[config.mk]
export PLATFORM = sky130hd
export DESIGN_NAME = sha256_round_ctrl
export DESIGN_NICKNAME = d
export VERILOG_FILES = /design/src/rtl/sha256_pkg.sv /design/src/rtl/sha256_round_ctrl.sv
export SDC_FILE = /design/constraint.sdc
export NUM_CORES = 1
export LEC_CHECK = 0
export BUFFER_PORTS_ARGS = -buffer_cell sky130_fd_sc_hd__buf_2
export CAP_MARGIN = 30
export CORE_AREA = 4 4 303 305
export CTS_BUF_LIST = sky130_fd_sc_hd__clkbuf_16
export DETAILED_ROUTE_END_ITERATION = 12
export DIE_AREA = 0 0 307 309
export PLACE_DENSITY = 0.37
export SYNTH_ARGS = -nofsm -noshare
export SYNTH_HDL_FRONTEND = slang
export SYNTH_SLANG_ARGS = --single-unit
[constraint.sdc]
create_clock -name clk -period 1.8 [get_ports clk]
set_clock_uncertainty 0.15 [all_clocks]
set_input_delay 0.27 -clock clk [delete_from_list [all_inputs] [get_ports clk]]
set_output_delay 0.27 -clock clk [all_outputs]
set_load 0.02 [all_outputs]
[src/rtl/sha256_pkg.sv]
// Shared constants and types for the SHA-256 round sequencer.
package sha256_pkg;

  localparam logic [255:0] SHA256_IV =
    256'h6a09e667_bb67ae85_3c6ef372_a54ff53a_510e527f_9b05688c_1f83d9ab_5be0cd19;
  localparam logic [255:0] SHA224_IV =
    256'hc1059ed8_367cd507_3070dd17_f70e5939_ffc00b31_68581511_64f98fa7_befa4fa4;
  localparam int SHA256_ROUNDS = 64;

  typedef enum logic [1:0] {
    IDLE  = 2'd0,
    ROUND = 2'd1,
    CAPT  = 2'd2,
    OUT   = 2'd3
  } ctrl_state_t;

endpackage

[src/rtl/sha256_round_ctrl.sv]
// Block sequencer for a single-round SHA-256 compression datapath.
// Optional SHA-224 mode (IV select, truncated digest) enabled by SHA224_SUPPORT_EN.
module sha256_round_ctrl
  import sha256_pkg::*;
(
  input  logic         clk,
  input  logic         reset,
  input  logic         blk_valid,
  input  logic         blk_first,
  input  logic         blk_last,
`ifdef SHA224_SUPPORT_EN
  input  logic         mode_224,
`endif
  output logic         blk_ready,
  output logic         w_load,
  output logic [5:0]   round_idx,
  output logic         init,
  output logic         ready,
  output logic         last_round,
  output logic [255:0] h_init,
  input  logic [255:0] digest_in,
  output logic [255:0] digest_out,
  output logic         digest_valid,
  input  logic         digest_ready
);

  localparam logic [5:0] LAST_IDX = 6'(SHA256_ROUNDS - 1);

  ctrl_state_t  state_q, state_d;
  logic [5:0]   idx_q, idx_d;
  logic         first_q, first_d;
  logic         last_q, last_d;
  logic [255:0] chain_q, chain_d;
  logic         mode_q, mode_d;
  logic         accept;
  logic [255:0] iv_sel;

  assign accept = blk_valid && (state_q == IDLE);

  always_comb begin
    state_d = state_q;
    idx_d   = idx_q;
    first_d = first_q;
    last_d  = last_q;
    chain_d = chain_q;
    mode_d  = mode_q;
    case (state_q)
      IDLE: begin
        if (accept) begin
          first_d = blk_first;
          last_d  = blk_last;
          idx_d   = '0;
          state_d = ROUND;
`ifdef SHA224_SUPPORT_EN
          // Mode belongs to the message, so only a first block may change it.
          if (blk_first) mode_d = mode_224;
`endif
        end
      end
      ROUND: begin
        idx_d = idx_q + 6'd1;
        if (idx_q == LAST_IDX) state_d = CAPT;
      end
      CAPT: begin
        chain_d = digest_in;
        state_d = last_q ? OUT : IDLE;
      end
      OUT: begin
        if (digest_ready) state_d = IDLE;
      end
      default: state_d = IDLE;
    endcase
  end

  always_ff @(posedge clk) begin
    if (reset) begin
      state_q <= IDLE;
      idx_q   <= '0;
      first_q <= 1'b0;
      last_q  <= 1'b0;
      chain_q <= SHA256_IV;
      mode_q  <= 1'b0;
    end else begin
      state_q <= state_d;
      idx_q   <= idx_d;
      first_q <= first_d;
      last_q  <= last_d;
      chain_q <= chain_d;
      mode_q  <= mode_d;
    end
  end

`ifdef SHA224_SUPPORT_EN
  assign iv_sel = mode_q ? SHA224_IV : SHA256_IV;
`else
  assign iv_sel = SHA256_IV;
`endif

  assign blk_ready    = (state_q == IDLE);
  assign w_load       = accept;
  assign round_idx    = idx_q;
  assign init         = (state_q == ROUND) && (idx_q == 6'd0);
  assign ready        = (state_q == ROUND) && (idx_q != 6'd0);
  assign last_round   = (state_q == ROUND) && (idx_q == LAST_IDX);
  assign digest_valid = (state_q == OUT);
  // A first block always restarts from the IV, dropping any unfinished chain.
  assign h_init = ((state_q == ROUND) && !first_q) ? chain_q : iv_sel;

  always_comb begin
    digest_out = chain_q;
`ifdef SHA224_SUPPORT_EN
    if ((state_q == OUT) && mode_q) digest_out[31:0] = '0;
`endif
  end

endmodule

==> results of run 1 <==
==> power by group through the flow <==
stage	clock network, uW	logic [uW]	registers (uW)
detailed placement	0	789	6030
global placement	0	785	6030
CTS	6710	1410	5900
finish	6380	1530	5910
floorplan	0	271	6030
global route	6850	1660	5910
==> timing repair <==
item | in CTS | in global routing
gates cloned | 4 | 14
setup endpoints to repair | 264 | 264
resized for setup | 239 | 132
buffers inserted | 6 | 3
hold buffers | 261 | 0
pin swaps | 5 | 6
hold endpoints to repair | 262 | 0
==> per-stage QoR <==
step	instance area, um2	TNS, ps	total power (uW)	std cells
floorplan	11400	0	6300	1476
global placement	17200	-174	6820	3394
detailed placement	17200	-483	6820	3394
CTS	21700	-133150	14000	3722
global route	22400	-142380	14400	3739
finish	22400	-118230	13800	3739
==> flip-flops by register name (all words and copies together), names as in the netlist <==
name	cells
last_q	1
state_q	2
round_idx	6
digest_out	256
first_q	1
==> tightest hold or removal path, stage by stage <==
cell	delay (ps)
buf_2	80
nor3b_2	160
buf_4	180
mux2i_1	80
nor2_1	90
==> final timing paths <==
kind / startpoint / end / slack [ps] / cells after the start
max: state_q[1]$_SDFFE_PP0P_ / h_init[103] / -520 / 7
min: blk_valid / last_q$_SDFFE_PP0P_ / 220 / 5
max reg2reg: state_q[0]$_SDFFE_PP0P_ / digest_out[68]$_SDFFE_PP0N_ / 130 / 6
min reg2reg: digest_out[36]$_SDFFE_PP0N_ / digest_out[36]$_SDFFE_PP0N_ / 320 / 2
==> per-layer routing <==
metal / wire length, um / track usage / vias to the layer above
met1: 24100 / 0.132 / 6405
met5: 13 / 0 / -
met2: 32500 / 0.215 / 527
met4: 1740 / 0.0335 / 2
met3: 4300 / 0.0290 / 73
li1: - / - / 6938
==> cells in the mapped netlist (3+ instances only) <==
| cell type | n |
|---|---|
| nand2_1 | 519 |
| dfxtp_1 | 266 |
| or3_1 | 137 |
| nand3b_1 | 136 |
| a21oi_1 | 125 |
| and2_1 | 122 |
| buf_2 | 70 |
| clkbuf_1 | 61 |
| nor2_1 | 5 |
| inv_1 | 4 |
| a211oi_1 | 3 |
| nand2b_1 | 3 |
| nand3_1 | 3 |
==> cell families after synthesis <==
| family | after synthesis | synth area share |
|---|---|---|
| fa+ha+maj | 2 | 0.00220 |
| buf+inv | 136 | 0.0526 |
| simple gates | 934 | 0.413 |
| flops | 266 | 0.468 |
| mux | 2 | 0.00176 |
| compound gates | 136 | 0.0623 |
==> cell type report <==
| class | count | area (um2) |
|---|---|---|
| Clock buffer | 37 | 926 |
| Sequential cell | 266 | 5340 |
| Clock inverter | 21 | 81.3 |
| Timing Repair Buffer | 1159 | 8840 |
| Fill cell | 9829 | 66900 |
| Multi-Input combinational cell | 1074 | 5770 |
| Antenna cell | 2 | 5.00 |
| Inverter | 4 | 15.0 |
| Tap cell | 1176 | 1470 |
==> results by group, run 1 <==
Status
  – Status: finished with violations
  – Failing checks: setup timing

Worst setup path
  – Type of the worst setup path: flip-flop to output port
  – Startpoint Class: flip-flop
  – CP endpoint kind: output port
  – Crit path max fanout: 9
  – Top cell by count, worst path: buf_12
  – CP max stage delay: 310 ps
  – Buf+Inv Stages, Crit Path: 4
  – Worst EP required: 1380 ps
  – Critical path, cell by cell: nand2b_4 > nor2_4 > buf_12 > buf_16 > buf_12 > and2_1 > buf_6
  – CP top delay family: buffers and inverters
  – Arrival time at the worst endpoint: 1900 ps
  – Crit-path slowest cell: dfxtp_2

Timing
  – Achievable Freq: 432 MHz
  – Worst-margin pin slew: 485 ps
  – Fin crit share: 1.29
  – Final Hold Violating Endpoints: 0
  – Worst hold margin: 222 ps
  – Pins Over Slew Limit: 0
  – Slew margin rel.: 0.676
  – Setup violations, final: 262
  – RSZ-0062 raised after global routing: yes
  – Final Critical Period: 2320 ps
  – Final worst slack: -517 ps

Clock network
  – Clock Path Buffers: 3
  – CTS tree: yes
  – Worst-path clk slew: 60 ps
  – Worst-skew pair later-pin latency: 520 ps
  – H-tree levels: 2
  – Clock sink total: 266
  – Root buffer cell: clkbuf_16
  – TritonCTS buffer count: 35

Power
  – Pint: 10500 uW
  – Sw frac: 0.243
  – Clock power share: 0.461
  – Cell leakage power: 0.00982 uW
  – Combinational power share: 0.111
  – Max rail drop VDD: 0.389 mV
  – Net Sw Power: 3360 uW
  – PwrDens: 616 mW/mm2
  – Seq pwr share: 0.428

GRT
  – Initial antenna violation count: 5
  – GRT Overall Usage: 0.116
  – Largest net degree at the start of global routing: 131
  – Number of global-route vias before repair: 14.0k
  – First-pass GRT wire length: 86000 um
  – Grt ovf: 0

Logic synthesis
  – Mapped cell area: 0.0114 mm2
  – Synth warn: 0
  – Post-synth EDFFs: 0
  – Sequential share of the synthesized area: 0.468
  – Primary FF master, synth: dfxtp_1
  – Synth cell types: 32
  – Ys async rst share: 0
  – Largest area contributor in the netlist: dfxtp_1
  – Yosys reg bits: 266
  – Largest cells by area after synthesis: dfxtp_1 (47%), nand2_1 (17%), nand3b_1 (9.0%)
  – Yosys top cell area share: 0.468
  – Synthesized area per cell: 7.71 um2
  – Mapped Cells: 1476
  – Syn_nets: 1740

Layout
  – Most frequent cells in the layout: buf_2 (653), nand2_1 (519), dlygate4sd3_1 (261)
  – Area growth syn-to-layout: 97.1%
  – Share of cells above drive strength 1: 0.406
  – Most common cell after layout, fill and taps aside: buf_2
  – Util after Layout: 0.251
  – Final nets: 2804

Floorplanning
  – Core ar.: 0.0893 mm2
  – Rows: 110
  – # IOs: 786
  – Die Footprint: 0.0949 mm2
  – Die width: 307 um
  – DIE HEIGHT: 309 um
  – Initial Util: 0.127

Route
  – ANT nets after route: 0
  – Vias: 13.9k
  – DRC: 0
  – DRT Pass-1 Iters: 4
  – Total wire length: 62700 um
  – Vias per inst: 3.73
  – Wire length per cell: 16.8 um
  – DR iter-0 viols: 430

Flow run
  – Max Cap Viol: 0

Placed design
  – Detailed placer's ending HPWL: 44000 um
  – Pre-CTS setup slack: -43.9 ps
  – Routability congestion estimate: 0.765
  – I/O Buffers: 785

Worst hold path
  – Hold crit path type: input port to flip-flop
Power figures use the tool's default switching activity.
==> run 2, diff against run 1 <==
- BUFFER_PORTS_ARGS: -buffer_cell sky130_fd_sc_hd__buf_2 -> -buffer_cell sky130_fd_sc_hd__buf_4
- CORE_AREA: 4 4 303 305 -> 4 4 301 303
- DIE_AREA: 0 0 307 309 -> 0 0 305 307
- clock period: 1.8 -> 2.8 ns (I/O delays scaled with it)
==> results by group, run 2 (same netlist as run 1, synthesis figures left out) <==
Status
  – Status: complete, no violations (was finished with violations)

Placed design
  – Routability congestion estimate: 0.767 (was 0.765)
  – Detailed placer's ending HPWL: 46700 um (was 44000 um)
  – Pre-CTS setup slack: 407 ps (was -43.9 ps)
  – Dpl cell area: 0.0185 mm2 (was 0.0172 mm2)
  – I/O Buffers: 785 (unchanged)

Power
  – Combinational power share: 0.097 (was 0.111)
  – Clock power share: 0.483 (was 0.461)
  – Cell leakage power: 0.00970 uW (was 0.00982 uW)
  – Net Sw Power: 2110 uW (was 3360 uW)
  – Sw frac: 0.234 (was 0.243)
  – Seq pwr share: 0.421 (was 0.428)
  – Pint: 6940 uW (was 10500 uW)
  – PwrDens: 407 mW/mm2 (was 616 mW/mm2)
  – Max rail drop VDD: 0.263 mV (was 0.389 mV)

GRT
  – Number of global-route vias before repair: 13.9k (was 14.0k)
  – GRT Overall Usage: 0.127 (was 0.116)
  – Layer with the highest usage: met2 (unchanged)
  – Initial antenna violation count: 4 (was 5)
  – Largest net degree at the start of global routing: 130 (was 131)
  – Met3 Use GR: 0.0315 (was 0.0290)
  – First-pass GRT wire length: 92000 um (was 86000 um)
  – Grt ovf: 0 (unchanged)
  – Met2 usage: 0.243 (was 0.215)
  – Met1 usage: 0.143 (was 0.132)

Timing
  – Final worst slack: 146 ps (was -517 ps)
  – Fin crit share: 0.948
  – RSZ-0062 raised after global routing: no (was yes)
  – TNS Setup: 0 ps (was -118230 ps)
  – Setup violations, final: 0 (was 262)
  – Worst-margin pin slew: 847 ps (was 485 ps)
  – Final Hold Violating Endpoints: 0 (unchanged)
  – Final Critical Period: 2650 ps
  – Pins Over Slew Limit: 0 (unchanged)
  – Slew margin rel.: 0.436 (was 0.676)
  – Achievable Freq: 377 MHz

Layout
  – Max FFs per register: 256 (unchanged)
  – Util after Layout: 0.253 (was 0.251)
  – Share of cells above drive strength 1: 0.349 (was 0.406)
  – Final Cell Area: 0.0222 mm2 (was 0.0224 mm2)
  – Register area: 0.00533 mm2 (was 0.00534 mm2)
  – Area growth syn-to-layout: 95.3% (was 97.1%)
  – Most frequent cells in the layout: buf_4 (794), nand2_1 (519), dfxtp_1 (263) (was buf_2 (653), nand2_1 (519), dlygate4sd3_1 (261))
  – Final nets: 2714 (was 2804)
  – Most common cell after layout, fill and taps aside: buf_4 (was buf_2)
  – Filler instances: 9581 (was 9829)
  – Area of the multi-input gates: 0.00551 mm2 (was 0.00577 mm2)

Route
  – ANT nets after route: 0 (unchanged)
  – DRT Pass-1 Iters: 5 (was 4)
  – Total wire length: 64300 um (was 62700 um)
  – Vias: 13.6k (was 13.9k)
  – Wire length per cell: 17.7 um (was 16.8 um)
  – DRC: 0 (unchanged)
  – DR iter-0 viols: 572 (was 430)
  – Vias per inst: 3.75 (was 3.73)

Worst setup path
  – Worst EP required: 2230 ps (was 1380 ps)
  – CP endpoint kind: output port (unchanged)
  – Crit path max fanout: 120 (was 9)
  – Type of the worst setup path: flip-flop to output port (unchanged)
  – Startpoint Class: flip-flop (unchanged)
  – Arrival time at the worst endpoint: 2080 ps (was 1900 ps)

Floorplanning
  – # IOs: 786 (unchanged)
  – Initial Util: 0.129 (was 0.127)
  – DIE HEIGHT: 307 um (was 309 um)
  – Core ar.: 0.0880 mm2 (was 0.0893 mm2)
  – Die Footprint: 0.0936 mm2 (was 0.0949 mm2)
  – Die width: 305 um (was 307 um)
  – Rows: 109 (was 110)

Clock network
  – Root buffer cell: clkbuf_16 (unchanged)
  – Clock sink total: 266 (unchanged)
  – Clock Path Buffers: 3 (unchanged)
  – CTS tree: yes (unchanged)
  – H-tree levels: 2 (unchanged)
  – Worst-path clk slew: 60 ps (about the same)
  – Worst-skew pair later-pin latency: 530 ps (was 520 ps)
  – TritonCTS buffer count: 37 (was 35)

Worst hold path
  – Hold crit path type: input port to flip-flop (unchanged)

Flow run
  – Max Cap Viol: 0 (unchanged)
## run 2: cell types whose count changed in the layout (fill, tap and decap cells not counted), moves of 15 or more
cell	previous run	this run
buf_12	29	13
buf_6	116	1
or3_4	15	0
buf_4	78	794
or3_1	122	137
and2_1	49	122
buf_2	653	0
and2_4	73	0
## run 2: metrics by stage
stage               cells  power, uW  hold slack, ps
floorplan            1476       4050             311
global placement     3314       4420             310
detailed placement   3314       4430             315
CTS                  3634       9310            29.7
global route         3635       9490            61.7
finish               3638       9060            62.5
## run 2: worst max-delay path, stage by stage (launching register included)
cell and delay (ps):
dfxtp_4 680, nor2_4 80, buf_12 190, and2_1 290, buf_4 150
## run 2: final cells by class
type / count / share of cell area
Multi-Input combinational cell: 1076 / 0.248
Inverter: 4 / 0.000675
Clock inverter: 21 / 0.00619
Tap cell: 1165 / 0.0656
Sequential cell: 266 / 0.240
Clock buffer: 38 / 0.0428
Timing Repair Buffer: 1065 / 0.397
Antenna cell: 3 / 0.000338
## run 2: worst paths after layout
kind	to	from	depth (start not counted)	slack [ps]
max	h_init[70]	first_q$_SDFFE_PP0P_	4	150
min	digest_out[167]$_SDFFE_PP0N_	digest_in[167]	3	60
max reg2reg	digest_out[167]$_SDFFE_PP0N_	state_q[1]$_SDFFE_PP0P_	5	660
min reg2reg	digest_out[38]$_SDFFE_PP0N_	digest_out[38]$_SDFFE_PP0N_	2	320
## run 2: routing by layer
| metal | up-vias | share of wire |
|---|---|---|
| li1 | 6751 | - |
| met1 | 6334 | 0.39 |
| met2 | 511 | 0.53 |
| met3 | 52 | 0.066 |
| met4 | 0 | 0.018 |
| met5 | - | 0 |
## run 2: power by group through the flow
stage          clock (uW)  combinational (uW)  sequential [uW]
2_1_floorplan           0                 174             3880
3_3_place_gp            0                 527             3900
3_5_place_dp            0                 534             3900
4_1_cts              4620                 879             3810
5_1_grt              4740                 942             3810
6_report             4370                 875             3810
## run 2: timing repair
item / in CTS / in global routing
hold buffers: 256 / 0
setup buffers: 3 / 1
hold endpoints to repair: 256 / 0
resized for setup: 2 / 0
gates cloned: 2 / 0
endpoints found under the setup margin: 159 / 75
==> run 3, diff against run 2 <==
- PLACE_DENSITY: 0.37 -> unset
- PLACE_DENSITY_LB_ADDON: unset -> 0.3
==> results by group, run 3 (same netlist as run 1, synthesis figures left out) <==
Layout
  – Final nets: 2731 (was 2714)
  – Most frequent cells in the layout: buf_4 (820), nand2_1 (519), dfxtp_1 (265) (was buf_4 (794), nand2_1 (519), dfxtp_1 (263))
  – Share of cells above drive strength 1: 0.357 (was 0.349)
  – Util after Layout: 0.254 (was 0.253)
  – Most common cell after layout, fill and taps aside: buf_4 (unchanged)
  – Non-filler cells, final: 3663 (was 3638)
  – Max FFs per register: 256 (unchanged)
  – Area growth syn-to-layout: 96.5% (was 95.3%)

Power
  – Cell leakage power: 0.00977 uW (was 0.00970 uW)
  – PwrDens: 407 mW/mm2 (about the same)
  – Pwr Total: 9100 uW (was 9060 uW)
  – Max rail drop VDD: 0.251 mV (was 0.263 mV)

Placed design
  – Detailed placer's ending HPWL: 46800 um (was 46700 um)
  – Routability congestion estimate: 0.766 (was 0.767)
  – I/O Buffers: 785 (unchanged)
  – Placed Instances: 3341 (was 3314)

Floorplanning
  – Die width: 305 um (unchanged)
  – Rows: 109 (unchanged)
  – DIE HEIGHT: 307 um (unchanged)
  – # IOs: 786 (unchanged)
  – Initial Util: 0.129 (unchanged)
  – Die Footprint: 0.0936 mm2 (unchanged)
  – Core ar.: 0.0880 mm2 (unchanged)

Status
  – Status: complete, no violations (unchanged)

Clock network
  – Worst-path clk slew: 60 ps (about the same)
  – Post_cts resized: 0 (was 2)
  – Worst-skew pair later-pin latency: 530 ps (about the same)
  – Clock Path Buffers: 3 (unchanged)
  – Clock sink total: 266 (unchanged)
  – CTS tree: yes (unchanged)
  – Root buffer cell: clkbuf_16 (unchanged)
  – H-tree levels: 2 (unchanged)
  – TritonCTS buffer count: 35 (was 37)

Worst hold path
  – Hold crit path type: input port to flip-flop (unchanged)
  – Hold depth: 3 (unchanged)
  – Start point of the worst hold path: digest_in[22] (was digest_in[167])

Timing
  – Worst-margin pin slew: 691 ps (was 847 ps)
  – Pins Over Slew Limit: 0 (unchanged)
  – TNS Setup: 0 ps (unchanged)
  – Final Hold Violating Endpoints: 0 (unchanged)
  – Setup violations, final: 0 (unchanged)
  – RSZ-0062 raised after global routing: no (unchanged)
  – Achievable Freq: 371 MHz (was 377 MHz)
  – Final Critical Period: 2700 ps (was 2650 ps)
  – Slew margin rel.: 0.540 (was 0.436)
  – Fin crit share: 0.963 (was 0.948)

Route
  – ANT nets after route: 0 (unchanged)
  – Metal3 WL: 4560 um (was 4230 um)
  – DRC: 0 (unchanged)
  – DRT Pass-1 Iters: 4 (was 5)
  – Vias: 13.7k (was 13.6k)
  – Wire length on met1: 25300 um (was 24900 um)
  – Met2 wire len: 30400 um (was 34000 um)
  – Total wire length: 61700 um (was 64300 um)
  – DR iter-0 viols: 534 (was 572)
  – Vias per inst: 3.73 (was 3.75)
  – Wire length per cell: 16.9 um (was 17.7 um)
  – DR top layer: met5 (was met4)

Worst setup path
  – Startpoint Class: flip-flop (unchanged)
  – CP endpoint kind: output port (unchanged)
  – Worst r2r path cells: 6 (was 5)
  – Arrival time at the worst endpoint: 2130 ps (was 2080 ps)
  – Type of the worst setup path: flip-flop to output port (unchanged)
  – Crit path max fanout: 139 (was 120)
  – Crit path from: state_q[1]$_SDFFE_PP0P_ (was first_q$_SDFFE_PP0P_)
  – Reg-to-Reg Start: state_q[0]$_SDFFE_PP0P_ (was state_q[1]$_SDFFE_PP0P_)
  – Worst EP required: 2230 ps (about the same)

GRT
  – GRT Overall Usage: 0.124 (was 0.127)
  – First-pass GRT wire length: 90300 um (was 92000 um)
  – Initial antenna violation count: 9 (was 4)
  – Grt ovf: 0 (unchanged)
  – Number of global-route vias before repair: 13.9k (about the same)
  – Largest net degree at the start of global routing: 140 (was 130)

Flow run
  – Max Cap Viol: 0 (unchanged)
-- run 3: final timing paths --
| path | endpoint | slack (ps) |
|---|---|---|
| worst max-delay path | h_init[47] | 100 |
| worst min-delay path | digest_out[22]$_SDFFE_PP1N_ | 40 |
| worst max register to register | digest_out[13]$_SDFFE_PP0N_ | 910 |
| worst min register to register | digest_out[204]$_SDFFE_PP0N_ | 310 |
-- run 3: timing repair --
item,4_1_cts,5_1_grt
hold endpoints to repair,252,0
setup buffers,1,0
endpoints found under the setup margin,83,0
hold buffers,252,0
-- run 3: where the power goes --
part | total (uW) | leakage (uW) | switching (uW) | internal (uW)
registers | 3800 | 0.00215 | 10.3 | 3790
logic | 852 | 0.00706 | 319 | 533
clock network | 4450 | 0.000570 | 1790 | 2660
-- run 3: stage by stage --
| step | cell area [um2] | hold slack [ps] | setup slack, ps |
|---|---|---|---|
| 3_3_place_gp | 18700 | 305 | 331 |
| 3_5_place_dp | 18700 | 309 | 275 |
| 5_1_grt | 22400 | 22.3 | 38.0 |
| 6_report | 22400 | 42.2 | 105 |
| 2_1_floorplan | 11400 | 311 | 866 |
| 4_1_cts | 22400 | 7.46 | 139 |
-- run 3: area by class of cell --
cell class / count / area, um2
Multi-Input combinational cell: 1075 / 5500
Inverter: 4 / 15.0
Timing Repair Buffer: 1085 / 8930
Sequential cell: 266 / 5330
Antenna cell: 5 / 12.5
Tap cell: 1165 / 1460
Clock buffer: 37 / 926
Fill cell: 9646 / 65600
Clock inverter: 26 / 199
-- run 3: critical path: stages, from the launching register on --
cell and delay (ps):
dfxtp_1 310, nand2b_4 190, buf_12 200, or3_1 490
buf_4 170
-- run 3: metal layers --
layer	vias to the layer above	global-route usage
li1	6797	-
met5	-	0
met3	72	0.0355
met1	6292	0.148
met2	504	0.217
met4	2	0.0329
